`src/rtl/dir_arb_pkg.sv`:
```
// Shared constants for the direction arbiter: direction codes, scancodes, decoder states.
// The WASD lookup is only used when DIR_ARB_WASD_EN is defined.
package dir_arb_pkg;

    localparam logic [2:0] DIR_NONE  = 3'd0;
    localparam logic [2:0] DIR_UP    = 3'd1;
    localparam logic [2:0] DIR_RIGHT = 3'd2;
    localparam logic [2:0] DIR_DOWN  = 3'd3;
    localparam logic [2:0] DIR_LEFT  = 3'd4;

    localparam logic [7:0] SC_EXT   = 8'hE0;
    localparam logic [7:0] SC_BRK   = 8'hF0;
    localparam logic [7:0] SC_UP    = 8'h75;
    localparam logic [7:0] SC_RIGHT = 8'h74;
    localparam logic [7:0] SC_DOWN  = 8'h72;
    localparam logic [7:0] SC_LEFT  = 8'h6B;
    localparam logic [7:0] SC_W     = 8'h1D;
    localparam logic [7:0] SC_D     = 8'h23;
    localparam logic [7:0] SC_S     = 8'h1B;
    localparam logic [7:0] SC_A     = 8'h1C;

    typedef enum logic [1:0] {
        IDLE    = 2'd0,
        EXT     = 2'd1,
        BRK     = 2'd2,
        EXT_BRK = 2'd3
    } kb_state_e;

    function automatic logic [2:0] arrow_dir(input logic [7:0] sc);
        logic [2:0] d;
        d = DIR_NONE;
        case (sc)
            SC_UP:    d = DIR_UP;
            SC_RIGHT: d = DIR_RIGHT;
            SC_DOWN:  d = DIR_DOWN;
            SC_LEFT:  d = DIR_LEFT;
            default:  d = DIR_NONE;
        endcase
        return d;
    endfunction

    function automatic logic [2:0] wasd_dir(input logic [7:0] sc);
        logic [2:0] d;
        d = DIR_NONE;
        case (sc)
            SC_W:    d = DIR_UP;
            SC_D:    d = DIR_RIGHT;
            SC_S:    d = DIR_DOWN;
            SC_A:    d = DIR_LEFT;
            default: d = DIR_NONE;
        endcase
        return d;
    endfunction

endpackage

```
`src/rtl/switch_debouncer.sv`:
```
// One board switch: 2-flop synchronizer, down-counting debounce timer, and a
// registered one-cycle pulse on each accepted 0->1 transition.
module switch_debouncer #(
    parameter int DEBOUNCE_CYCLES = 16,
    parameter int CNT_W           = 5
) (
    input  logic clock,
    input  logic resetn,
    input  logic sig_i,
    output logic rise_o
);

    localparam logic [CNT_W-1:0] RELOAD = CNT_W'(DEBOUNCE_CYCLES - 1);

    logic             meta_q, sync_q;
    logic             level_q, level_d;
    logic             rise_q, rise_d;
    logic [CNT_W-1:0] cnt_q, cnt_d;

    // Timer only runs while the synchronized input disagrees with the accepted
    // level; any agreement (i.e. a bounce back) reloads it.
    always_comb begin
        cnt_d   = RELOAD;
        level_d = level_q;
        rise_d  = 1'b0;
        if (sync_q != level_q) begin
            if (cnt_q == '0) begin
                level_d = sync_q;
                rise_d  = sync_q;
            end else begin
                cnt_d = cnt_q - 1'b1;
            end
        end
    end

    always_ff @(posedge clock or negedge resetn) begin
        if (!resetn) begin
            meta_q  <= 1'b0;
            sync_q  <= 1'b0;
            level_q <= 1'b0;
            rise_q  <= 1'b0;
            cnt_q   <= RELOAD;
        end else begin
            meta_q  <= sig_i;
            sync_q  <= meta_q;
            level_q <= level_d;
            rise_q  <= rise_d;
            cnt_q   <= cnt_d;
        end
    end

    assign rise_o = rise_q;

endmodule

```
`src/rtl/dir_input_arbiter.sv`:
```
// Keyboard/switch direction arbiter with a single-entry pending-direction buffer.
// Define DIR_ARB_WASD_EN to also accept non-extended WASD makes.
//
// state   | meaning
// IDLE    | waiting for a prefix or a non-extended make
// EXT     | E0 seen; next byte is an extended make unless F0
// BRK     | F0 seen; next byte is a released key, discarded
// EXT_BRK | E0 F0 seen; next byte is a released extended key, discarded
module dir_input_arbiter
    import dir_arb_pkg::*;
#(
    parameter int DEBOUNCE_CYCLES = 16,
    parameter int CNT_W           = 5
) (
    input  logic       clock,
    input  logic       resetn,
    input  logic       ps2_key_pressed,
    input  logic [7:0] ps2_key_data,
    input  logic       upSig,
    input  logic       rightSig,
    input  logic       downSig,
    input  logic       leftSig,
    input  logic       load_req,
    output logic       dir_valid,
    output logic [2:0] dir_code,
    output logic       dir_src,
    output logic       overrun
);

    kb_state_e  state_q, state_d;
    logic       kb_req_q, kb_req_d;
    logic [2:0] kb_code_q, kb_code_d;

    logic [3:0] sw_raw;
    logic [3:0] sw_rise;
    logic [2:0] sw_code;

    logic       valid_q, valid_d;
    logic [2:0] code_q, code_d;
    logic       src_q, src_d;
    logic       ovr_q, ovr_d;

    always_comb begin
        state_d   = state_q;
        kb_code_d = DIR_NONE;
        if (ps2_key_pressed) begin
            case (state_q)
                IDLE: begin
                    if (ps2_key_data == SC_EXT) begin
                        state_d = EXT;
                    end else if (ps2_key_data == SC_BRK) begin
                        state_d = BRK;
                    end else begin
`ifdef DIR_ARB_WASD_EN
                        kb_code_d = wasd_dir(ps2_key_data);
`else
                        kb_code_d = DIR_NONE;
`endif
                    end
                end
                EXT: begin
                    if (ps2_key_data == SC_BRK) begin
                        state_d = EXT_BRK;
                    end else begin
                        kb_code_d = arrow_dir(ps2_key_data);
                        state_d   = IDLE;
                    end
                end
                BRK:     state_d = IDLE;
                EXT_BRK: state_d = IDLE;
                default: state_d = IDLE;
            endcase
        end
        kb_req_d = (kb_code_d != DIR_NONE);
    end

    always_ff @(posedge clock or negedge resetn) begin
        if (!resetn) begin
            state_q   <= IDLE;
            kb_req_q  <= 1'b0;
            kb_code_q <= DIR_NONE;
        end else begin
            state_q   <= state_d;
            kb_req_q  <= kb_req_d;
            kb_code_q <= kb_code_d;
        end
    end

    assign sw_raw = {leftSig, downSig, rightSig, upSig};

    for (genvar g = 0; g < 4; g++) begin : g_sw
        switch_debouncer #(
            .DEBOUNCE_CYCLES(DEBOUNCE_CYCLES),
            .CNT_W          (CNT_W)
        ) u_deb (
            .clock (clock),
            .resetn(resetn),
            .sig_i (sw_raw[g]),
            .rise_o(sw_rise[g])
        );
    end

    always_comb begin
        sw_code = DIR_NONE;
        if (sw_rise[0])      sw_code = DIR_UP;
        else if (sw_rise[1]) sw_code = DIR_RIGHT;
        else if (sw_rise[2]) sw_code = DIR_DOWN;
        else if (sw_rise[3]) sw_code = DIR_LEFT;
    end

    // A new request always wins over a pop in the same cycle; overrun only
    // when the old entry was never consumed.
    always_comb begin
        valid_d = valid_q;
        code_d  = code_q;
        src_d   = src_q;
        ovr_d   = ovr_q;
        if (kb_req_q || (sw_code != DIR_NONE)) begin
            valid_d = 1'b1;
            code_d  = kb_req_q ? kb_code_q : sw_code;
            src_d   = !kb_req_q;
            if (valid_q && !load_req) ovr_d = 1'b1;
        end else if (load_req && valid_q) begin
            valid_d = 1'b0;
            code_d  = DIR_NONE;
        end
    end

    always_ff @(posedge clock or negedge resetn) begin
        if (!resetn) begin
            valid_q <= 1'b0;
            code_q  <= DIR_NONE;
            src_q   <= 1'b0;
            ovr_q   <= 1'b0;
        end else begin
            valid_q <= valid_d;
            code_q  <= code_d;
            src_q   <= src_d;
            ovr_q   <= ovr_d;
        end
    end

    assign dir_valid = valid_q;
    assign dir_code  = code_q;
    assign dir_src   = src_q;
    assign overrun   = ovr_q;

endmodule

```
`config.mk`:
```
export PLATFORM = sky130hd
export DESIGN_NAME = dir_input_arbiter
export DESIGN_NICKNAME = d
export VERILOG_FILES = /design/src/rtl/dir_arb_pkg.sv /design/src/rtl/switch_debouncer.sv /design/src/rtl/dir_input_arbiter.sv
export SDC_FILE = /design/constraint.sdc
export NUM_CORES = 1
export LEC_CHECK = 0
export ABC_AREA = 1
export CORE_MARGIN = 8
export CORE_UTILIZATION = 40
export CTS_CLUSTER_DIAMETER = 200
export DETAILED_ROUTE_END_ITERATION = 12
export GPL_TIMING_DRIVEN = 0
export SYNTH_ARGS = -nofsm -noshare
export SYNTH_HDL_FRONTEND = slang
export SYNTH_SLANG_ARGS = --single-unit
```
`constraint.sdc`:
```
create_clock -name clock -period 1.7 [get_ports clock]
set_input_delay 0.425 -clock clock [delete_from_list [all_inputs] [get_ports clock]]
set_output_delay 0.425 -clock clock [all_outputs]
set_load 0.03 [all_outputs]
```
Word level (Yosys, flattened, before mapping)
Index checks and enable logic that the tools add are counted.
W data, S select, Z words.
{"block": "totals", "regBits": 48, "latch_bits": 0, "ram_bits": 0, "romBits": 0, "in_bits": 16, "out_inout_bits": 6, "mem_count": 0}
{"block": "op_classes", "n_addsub": 4, "multipliers": 0, "div": 0, "magnitude_cmp": 0, "eq_ne": 14, "n_shift": 0, "muxes": 33, "n_bitwise": 0, "reduce_logical": 20}
{"operator": "$mux W5", "n": 8}
{"operator": "$eq A8 B7 Y1 const B", "n": 4}
{"operator": "$mux W3", "n": 10}
{"operator": "$logic_not A5 Y1", "n": 4}
{"operator": "$sub A5 B1 Y5 const B", "n": 4}
{"operator": "$eq A8 B8 Y1 const B", "n": 2}
{"operator": "$pmux W3 S4", "n": 1}
{"operator": "$reduce_and A2 Y1", "n": 6}
{"operator": "$mux W1", "n": 10}
{"operator": "$mux W2", "n": 3}
{"operator": "$pmux W2 S3", "n": 1}
{"operator": "$reduce_bool A3 Y1", "n": 2}
{"operator": "$eq A2 B2 Y1 const B", "n": 2}
{"operator": "$ne A1 B1 Y1", "n": 4}
{"operator": "$ne A3 B3 Y1 const B", "n": 1}
{"operator": "$eq A2 B1 Y1 const B", "n": 1}
{"operator": "$logic_and A1 B1 Y1", "n": 2}
{"operator": "$logic_not A1 Y1", "n": 2}
{"operator": "$logic_not A2 Y1", "n": 1}
{"operator": "$reduce_bool A2 Y1", "n": 1}
{"operator": "$reduce_or A2 Y1", "n": 1}
{"operator": "$logic_or A1 B1 Y1", "n": 1}

Longest topological paths before layout
Gate-level depths: netlist of run 1.
{"block": "logic_depth", "word_depth": 7, "ltp_mapped": 8, "ltp_nobuf": 8}

Cells and area by module
A second synthesis of run 1 with hierarchy kept.
{"block": "unflattened", "hier_cells": 258, "hier_area_um2": 2194.6}
{"module": "switch_debouncer", "n_inst": 4, "cells_per_inst": 41, "area_each_um2": 366.6, "seq_area_each_um2": 230.2}
{"module": "dir_input_arbiter", "n_inst": 1, "cells_per_inst": 94, "area_each_um2": 728.2, "seq_area_each_um2": 300.3}

Worst setup path before layout of run 1
OpenSTA, ideal clock, no wires.
{"block": "synth_path", "path_kind": "flip-flop to flip-flop", "start": "register g_sw[0].u_deb.cnt_q[0]", "end": "register g_sw[0].u_deb.cnt_q[3]", "setup_ps": 78, "arrival_time_ps": 1276, "path_slack_ps": 346, "path_stages_with_launch": 9, "n_path_buf": 0, "cell_sequence": "dfstp_2 > inv_1 > ha_1 > nand2_2 > or2_4 > nor2_2 > or2_1 > inv_1 > nand2_1"}
{"block": "synth_via", "elab_chain_len": 3, "elab_cells_between_ends": 4}
{"element": "start: declaration", "line_no": "switch_debouncer.sv:18", "rtl": "logic [CNT_W-1:0] cnt_q, cnt_d;"}
{"element": "start signal: assignment", "line_no": "switch_debouncer.sv:48", "rtl": "cnt_q <= cnt_d;"}
{"element": "$sub A5 B1 Y5 or $logic_not A5 Y1 (tied branches)", "line_no": "switch_debouncer.sv:31, switch_debouncer.sv:27"}
{"element": "$mux W5 (*)", "line_no": "switch_debouncer.sv:27", "rtl": "if (cnt_q == '0) begin"}
{"element": "$mux W5 (*)", "line_no": "switch_debouncer.sv:26", "rtl": "if (sync_q != level_q) begin"}
{"element": "named net g_sw[0].u_deb.cnt_d[3]", "line_no": "switch_debouncer.sv:18"}
Mark *: on every way through the listed nets, which the timed path passes. The rest lies on a longest branch.
A chain may end at the register's enable or synchronous reset.

Worst setup path after layout of run 1
{"block": "layout_path", "start": "register valid_q (netlist: dir_valid)", "end": "output port dir_valid"}
{"element": "start: declaration", "line_no": "dir_input_arbiter.sv:38", "rtl": "logic valid_q, valid_d;"}
{"element": "start signal: assignment", "line_no": "dir_input_arbiter.sv:136", "rtl": "valid_q <= valid_d;"}
{"element": "end: declaration", "line_no": "dir_input_arbiter.sv:24", "rtl": "output logic dir_valid,"}
No word-level cell between the ends.

==> metrics.md, run 1 <==
| Metric | Value |
|---|---|
| Number of port buffers | 21 |
| RSZ-0062 raised after global routing | false |
| Total track usage | 9.63% |
| Synth cell types | 22 |
| Initial Utilization | 41.1% |
| Area post-placement | 2390 um2 |
| Commonest cells after routing, fill and taps aside | nand2_1, dfrtp_1, inv_1, nor2_1, dfstp_2 |
| Setup WS pre-CTS | -0.0120 ns |
| Worst-path clk slew | 0.08 ns |
| Maximum clock frequency | approximately 0.66 GHz |
| PD cells | 868 nW/um2 |
| Area growth syn-to-layout | 19.5% |
| Fin Hold WS | approximately 0.052 ns |
| CP arrival | 1.10 ns |
| Nets@finish | 276 |
| Worst Slack Setup Final | 0.174 ns |
| Core Region | around 5000 um2 |
| Syn Inst Count | 227 |
| Worst Hold Class | in2async |
| Number of synthesized register bits | 48 |
| Via-per-instance ratio | roughly 4.3 |
| Worst Skew | ~0.0044 ns |
| Clock Latency Late Sink | 0.29 ns |
| Max-Cap Viols | 0 |
| Count of pins over their slew limit | 0 |
| Tcrit/Tclk final | between 80 and 90% |
| H-tree Lvls | 2 |
| Gpl congestion | 0.769 |
| Final instance area | about 2500 um2 |
| Clk root buf | clkbuf_8 |
| Worst Path Buf+Inv | 1 |
| Die H | 88.0 um |
| DRT Wirelength | ~3.2 mm |
| DRT iter0 DRCs | 47 |
| Status | completed |
| DRC violation count after routing | 0 |
| Ys Warns | 0 |
| Cell Area, Synth | approximately 2100 um2 |
| Final Hold Fails | 0 |
| Slowest-stage cell, CP | dlygate4sd2_1 |
| I/O pin count | 22 |
| CP max FO | 4 |
| Final setup violation count | 0 |
| Initial antenna violation count | 0 |
| Worst Path Required | roughly 1.3 ns |
| Share of layout cells above drive strength 1 | 17.5% |
| 1st-pass router iterations | 4 |
| Row cnt | 26 |
| Synthesized area per cell | a little over 9 um2 |
| Worst Setup Path Type | reg2out |
| Max transition margin | roughly 73% |
| Number of buffers inserted by hold repair at cts | 0 |
| Worst Max-Slew Pin Slew | 0.410 ns |
| Die Footprint | 7750 um2 |
| Wire length of the first global-routing pass | 5.84 mm |
| Mapped Nets | roughly 250 |
| Clock sinks | 48 |
| CTS buffer count | 5 |
| Pin count of the biggest net entering global routing | 32 |
| Max IR drop VDD | 446 uV |
| CP Launch Type | register |
| Commonest non-fill, non-tap cell in the layout | nand2_1 |
| Cell family with most CP delay | buffers and inverters |
| Vias in the first global route | 1437 |
| Critical-path cell list | dlygate4sd2_1 |
| CP Capture Type | output pin |
| CTS tree | yes |
| Clk buf depth | 2 |
| # diodes | 0 |
| Seq/Total Area, Yosys | approximately three fifths |
| DR vias | 1421 |
| Detail Placement HPWL | 2.40 mm |
| Die X-Extent | ~88 um |
| Fin crit period | roughly 1.5 ns |
| Post-route antenna net violation count | 0 |
| Wirelength per Cell | 9.80 um |
| Leakage | approximately 1.3 nW |
| Crit-path max cell delay | 0.42 ns |
| Overflow after GRT | 0 |
-- synth_stat cells (all sizes together) --
master   n  share of area, %
a21o     1              0.36
a21oi    1              0.42
a31o     1              0.42
a32oi    1              0.42
dfrtp   32                39
dfstp   16                20
ha       4               2.4
inv     35               6.3
nand2   63                12
nand3   15               3.9
nand4    2              0.60
nor2    31               6.2
nor3     3              0.72
o21ai    8               1.9
or2      6               2.2
xnor2    4               1.7
xor2     4               1.7
-- final timing paths --
kind / cells past startpoint / slack (ns) / startpoint / to
min reg2reg: 0 / 0.35 / g_sw[2].u_deb.meta_q / g_sw[2].u_deb.sync_q
min in group clock: 0 / 0.35 / g_sw[2].u_deb.meta_q / g_sw[2].u_deb.sync_q
max in group asynchronous: 2 / 1.08 / resetn / g_sw[1].u_deb.cnt_q[0]
min: 1 / 0.05 / resetn / dir_code[1]
max reg2reg: 8 / 0.27 / g_sw[0].u_deb.cnt_q[0] / g_sw[0].u_deb.cnt_q[3]
max: 1 / 0.17 / dir_valid / dir_valid
-- report_power, final --
part	switching (mW)	leakage, nW	internal, mW	total, mW
logic	0.123	0.648	0.0889	0.212
clock network	0.344	0.0515	0.371	0.715
registers	0.0215	0.580	1.20	1.22
-- cells by family (layout without fill, tap and decap cells) --
group	count (synthesis)	count (layout)	synth area share (%)
buffers and inverters	35	65	6.33
and+or+nand+nor	120	120	25.5
xor gates and xnor gates	8	8	3.38
adders and majority gates	4	4	2.41
DFF	48	48	58.9
AOI/OAI and AO/OA	12	12	3.56
-- layout make-up --
class | count | area [um2]
fill | 477 | 2560
sequential | 48 | 1220
multi-input combinational | 144 | 722
timing repair buffer | 22 | 218
inverter | 35 | 131
clock buffer | 8 | 100
tap | 70 | 87.6
-- state kept, by name, summed over array words and instances (netlist names) --
signal	flops
dir_code	3
dir_src	1
dir_valid	1
g_sw.u_deb.cnt_q	20
g_sw.u_deb.level_q	4
g_sw.u_deb.meta_q	4
g_sw.u_deb.rise_o	4
g_sw.u_deb.sync_q	4
kb_code_q	3
kb_req_q	1
overrun	1
state_q	2
-- per-stage QoR --
stage | total power, mW | TNS, ns | cells | utilization [%]
floorplan | 1.37 | 0 | 227 | -
global placement | 1.45 | -44.20 | 318 | 47.0
detailed placement | 1.46 | -0.0132 | 319 | 47.3
CTS | 2.20 | 0 | 327 | 49.2
global route | 2.27 | 0 | 327 | 49.2
finish | 2.15 | 0 | 327 | 49.2
-- layer usage --
| layer | vias to the layer above | GRT usage, % | wire, um |
|---|---|---|---|
| met1 | 643 | 11.3 | 1570 |
| met2 | 20 | 15.4 | 1390 |
| met3 | 7 | 3.10 | 181 |
| li1 | 751 | - | - |
| met5 | - | 0 | 0 |
| met4 | 0 | 5.07 | 61 |
-- repair_timing --
item / 4_1_cts / 5_1_grt
gates resized for setup: 6 / 0
endpoints found under the setup margin: 6 / 0
setup buffers: 0 / 0
Note: power is estimated with default switching activity, not from simulation.
==> run 2, diff against run 1 <==
--- a/config.mk
+++ b/config.mk
@@ -6,7 +6,6 @@
 export NUM_CORES = 1
 export LEC_CHECK = 0
 export ABC_AREA = 1
-export CORE_MARGIN = 8
 export CORE_UTILIZATION = 40
 export CTS_CLUSTER_DIAMETER = 200
 export DETAILED_ROUTE_END_ITERATION = 12
==> metrics.md, run 2 (same netlist as run 1, synthesis figures left out) <==
| Metric | Value |
|---|---|
| Status | completed |
| Largest Register | g_sw.u_deb.cnt_q |
| Max transition margin | 78.6% |
| H-tree Lvls | 2 |
| PD cells | 890 nW/um2 |
| Wirelength per Cell | approximately 9.1 um |
| Worst Setup Path Type | reg2out |
| Leakage | 1.29 nW |
| CTS buffer count | 5 |
| Clock Latency Late Sink | 0.29 ns |
| Placed insts | 316 |
| Post-route antenna net violation count | 0 |
| Layout Cells excl Fill | ~330 |
| Post-CTS Setup Inserts | 0 |
| CP arrival | 1.10 ns |
| Max IR drop VDD | 491 uV |
| CP max FO | 4 |
| Final Hold Fails | 0 |
| CP Capture Type | output pin |
| Pin count of the biggest net entering global routing | 40 |
| Clk root buf | clkbuf_8 |
| # diodes | 0 |
| DRT iter0 DRCs | 41 |
| R2r startpoint | g_sw[0].u_deb.cnt_q[0] |
| DRT Wirelength | 2.96 mm |
| Worst Max-Slew Pin Slew | 0.319 ns |
| Initial Utilization | 42.8% |
| RSZ-0062 raised after global routing | false |
| Worst-path clk slew | 0.08 ns |
| Gpl congestion | 0.739 |
| Vias in the first global route | between 1000 and 1500 |
| Slowest-stage cell, CP | dlygate4sd2_1 |
| Number of port buffers | 21 |
| Nets@finish | 277 |
| Crit-path max cell delay | 0.41 ns |
| Worst Skew | ~0.0046 ns |
| Clock sinks | 48 |
| Die X-Extent | 74.0 um |
| Power, Total | approximately 2.2 mW |
| Worst Hold Class | reg2reg |
| Critical path startpoint | dir_valid |
| Fin crit period | 1.52 ns |
| Max-Cap Viols | 0 |
| I/O pin count | 22 |
| Count of pins over their slew limit | 0 |
| Overflow after GRT | 0 |
| Tcrit/Tclk final | 89.7% |
| Total track usage | 13.7% |
| Row cnt | 25 |
| Share of layout cells above drive strength 1 | 17.4% |
| DR vias | 1412 |
| Wire length of the first global-routing pass | 5.53 mm |
| Clk buf depth | 2 |
| Die Footprint | around 5500 um2 |
| Worst Path Buf+Inv | 1 |
| Max FFs per register | 20 |
| Final instance area | about 2500 um2 |
| Fin Hold WS | 0.353 ns |
| Final setup violation count | 0 |
| Core Region | 4850 um2 |
| Cell family with most CP delay | buffers and inverters |
| Commonest cells after routing, fill and taps aside | nand2_1, dfrtp_1, inv_1, nor2_1, dfstp_2 |
| Detail Placement HPWL | 2.22 mm |
| Area growth syn-to-layout | 20.2% |
| Initial antenna violation count | 0 |
| CP Launch Type | register |
| Critical-path cell list | dlygate4sd2_1 |
| Final core occ | 51.4% |
| CTS tree | yes |
| Die H | ~74 um |
| Via-per-instance ratio | 4.34 |
| Commonest non-fill, non-tap cell in the layout | nand2_1 |
| 1st-pass router iterations | 4 |
| DRC violation count after routing | 0 |
| HP Start | g_sw[1].u_deb.meta_q |
| Area post-placement | 2380 um2 |
| Worst Path Required | 1.27 ns |
| Maximum clock frequency | about 0.66 GHz |
-- run 2: per-layer routing --
metal | vias to the layer above | track usage, % | routed length, um
met4 | 0 | 7.05 | 62
li1 | 752 | - | -
met5 | - | 0 | 0
met1 | 637 | 16.7 | 1480
met2 | 16 | 21.9 | 1320
met3 | 7 | 4.07 | 98
-- run 2: worst reg2reg max path: cells and delay by family, from the launching register on --
kind                       cells  cell delay [ns]
buffers and inverters          2             0.14
and+or+nand+nor                5             0.49
DFF                            1             0.54
adders and majority gates      1             0.21
-- run 2: final timing paths --
kind	end	slack, ns	cells past startpoint
setup / recovery	dir_valid	0.18	1
hold / removal	g_sw[1].u_deb.sync_q	0.35	0
setup reg to reg	g_sw[0].u_deb.cnt_q[3]	0.27	8
hold reg to reg	g_sw[1].u_deb.sync_q	0.35	0
max in group asynchronous	g_sw[0].u_deb.cnt_q[3]	0.63	3
min in group asynchronous	g_sw[0].u_deb.meta_q	0.54	2
-- run 2: layout make-up --
| type | count | area [um2] |
|---|---|---|
| Multi-Input combinational cell | 144 | 722 |
| Timing Repair Buffer | 23 | 228 |
| Clock inverter | 2 | 35.0 |
| Clock buffer | 6 | 72.6 |
| Inverter | 35 | 131 |
| Tap cell | 67 | 83.8 |
| Fill cell | 472 | 2350 |
| Sequential cell | 48 | 1220 |
-- run 2: through the flow --
stage	setup WS, ns	setup TNS [ns]
floorplan	0.346	0
detailed placement	0.0140	0
global route	0.114	0
global placement	-1.13	-46.41
finish	0.176	0
CTS	0.162	0
-- run 2: what timing repair did --
action / in CTS / in global routing
hold buffers: 1 / 0
gates resized for setup: 6 / 0
hold endpoints to repair: 6 / 0
setup endpoints to repair: 6 / 0
-- run 2: where the power goes --
part | total (mW) | internal (mW) | leakage, nW | switching, mW
sequential | 1.23 | 1.20 | 0.580 | 0.0226
combinational | 0.212 | 0.0902 | 0.652 | 0.121
clock | 0.781 | 0.436 | 0.0552 | 0.345
==> run 3, diff against run 2 <==
--- a/config.mk
+++ b/config.mk
@@ -6,10 +6,11 @@
 export NUM_CORES = 1
 export LEC_CHECK = 0
 export ABC_AREA = 1
-export CORE_UTILIZATION = 40
+export CORE_UTILIZATION = 30
 export CTS_CLUSTER_DIAMETER = 200
 export DETAILED_ROUTE_END_ITERATION = 12
 export GPL_TIMING_DRIVEN = 0
+export SETUP_SLACK_MARGIN = 0.5
 export SYNTH_ARGS = -nofsm -noshare
 export SYNTH_HDL_FRONTEND = slang
 export SYNTH_SLANG_ARGS = --single-unit
==> metrics.md, run 3 (same netlist as run 1, synthesis figures left out) <==
| Metric | Value |
|---|---|
| Max-Cap Viols | 0 |
| Clock sinks | 48 |
| Area growth syn-to-layout | 36.1% |
| Cell family with most CP delay | flip-flops |
| Die Footprint | approximately 7300 um2 |
| DRT iter0 DRCs | 21 |
| Clk root buf | clkbuf_8 |
| Detail Placement HPWL | 2.40 mm |
| Final instance area | roughly 2800 um2 |
| Area post-placement | 2430 um2 |
| TNS Setup | 0 ns |
| Overflow after GRT | 0 |
| Slowest-stage cell, CP | dfstp_2 |
| Power, Total | 2.38 mW |
| Most used cell, CP | inv_2 |
| I/O pin count | 22 |
| 1st-pass router iterations | 4 |
| CP arrival | 1.62 ns |
| Worst Slack Setup Final | about 0.31 ns |
| Largest Register | g_sw.u_deb.cnt_q |
| Max FFs per register | 20 |
| CP Capture Type | register |
| PD cells | 844 nW/um2 |
| RSZ-0062 raised after global routing | true |
| Critical-path cell list | inv_2 -> ha_4 -> nand2_4 -> or2_4 -> nor2_4 -> or2_1 -> inv_2 -> nand2_1 |
| Post-route antenna net violation count | 0 |
| Clk buf depth | 2 |
| Max transition margin | approximately three quarters |
| Tcrit/Tclk final | 81.6% |
| Share of layout cells above drive strength 1 | 39.1% |
| Total track usage | 10.6% |
| Wire length of the first global-routing pass | around 6.0 mm |
| Nets@finish | 298 |
| CP max FO | 3 |
| Max IR drop VDD | roughly 380 uV |
| Worst Path Required | 1.93 ns |
| Clock Latency Late Sink | 0.30 ns |
| Setup WS pre-CTS | around 0.012 ns |
| Pin count of the biggest net entering global routing | 39 |
| Count of pins over their slew limit | 0 |
| Worst Setup Path Type | reg2reg |
| # diodes | 0 |
| R2r startpoint | g_sw[2].u_deb.cnt_q[0] |
| Final Hold Fails | 0 |
| Worst Path Buf+Inv | 2 |
| Worst Hold Class | reg2reg |
| Commonest non-fill, non-tap cell in the layout | nand2_1 |
| Die X-Extent | 85.2 um |
| Initial Utilization | around a third |
| Critical path startpoint | g_sw[2].u_deb.cnt_q[0] |
| Crit-path max cell delay | 0.55 ns |
| Initial antenna violation count | 0 |
| Via-per-instance ratio | 4.24 |
| Number of port buffers | 21 |
| Final setup violation count | 0 |
| Wirelength per Cell | 9.88 um |
| Commonest cells after routing, fill and taps aside | nand2_1, dfrtp_1, buf_4, nor2_1, inv_1 |
| DRC violation count after routing | 0 |
| CTS buffer count | 5 |
| CP Launch Type | register |
| Row cnt | 29 |
| DR vias | 1508 |
| CTS tree | yes |
| Die H | 85.2 um |
| Core Region | 6490 um2 |
| HP Start | g_sw[2].u_deb.meta_q |
| Vias in the first global route | approximately 1400 |
| Leakage | 1.42 nW |
| Fin Hold WS | 0.352 ns |
| Maximum clock frequency | 0.721 GHz |
| H-tree Lvls | 2 |
| DRT Wirelength | 3.52 mm |
| Gpl congestion | 0.698 |
| Worst Skew | between 0.007 and 0.008 ns |
| Worst-path clk slew | 0.08 ns |
| Fin crit period | between 1 and 1.5 ns |
| Worst Max-Slew Pin Slew | 0.360 ns |
| Status | completed |
## run 3: timing repair
action / in CTS / in global routing
setup endpoints to repair: 28 / 34
gates resized for setup: 63 / 27
hold buffers: 1 / 0
setup buffers: 13 / 8
endpoints found under the hold margin: 10 / 0
pin swaps: 13 / 11
## run 3: area by class of cell
cell class,instances,area (um2)
Timing Repair Buffer,44,399
Fill cell,628,3670
Clock inverter,1,30.0
Clock buffer,7,96.3
Tap cell,77,96.3
Sequential cell,48,1220
Multi-Input combinational cell,144,850
Inverter,35,131
## run 3: routing by layer
metal	up-vias	part of all wire [%]	GRT usage [%]	wire length, um
li1	799	-	-	-
met5	-	0	0	0
met1	686	48	13.2	1690
met2	19	46	16.9	1630
met3	4	4.3	3.89	150
met4	0	1.3	3.70	45
## run 3: path summary, 6_finish.rpt
kind | to | slack, ns | depth (start not counted)
min in group asynchronous | overrun | 0.52 | 2
hold reg to reg | g_sw[2].u_deb.sync_q | 0.35 | 0
setup / recovery | g_sw[2].u_deb.cnt_q[3] | 0.31 | 8
max in group asynchronous | g_sw[2].u_deb.cnt_q[2] | 0.63 | 3
setup reg to reg | g_sw[2].u_deb.cnt_q[3] | 0.31 | 8
hold / removal | g_sw[2].u_deb.sync_q | 0.35 | 0
## run 3: power breakdown
part | switching (mW) | internal (mW)
Sequential | 0.0268 | 1.20
Clock | 0.372 | 0.519
Combinational | 0.148 | 0.114
Total | 0.546 | 1.84
## run 3: per-stage QoR
stage               utilization (%)  cells
floorplan                         -    227
global placement               37.2    325
detailed placement             37.5    326
CTS                            41.4    348
global route                   43.5    356
finish                         43.5    356
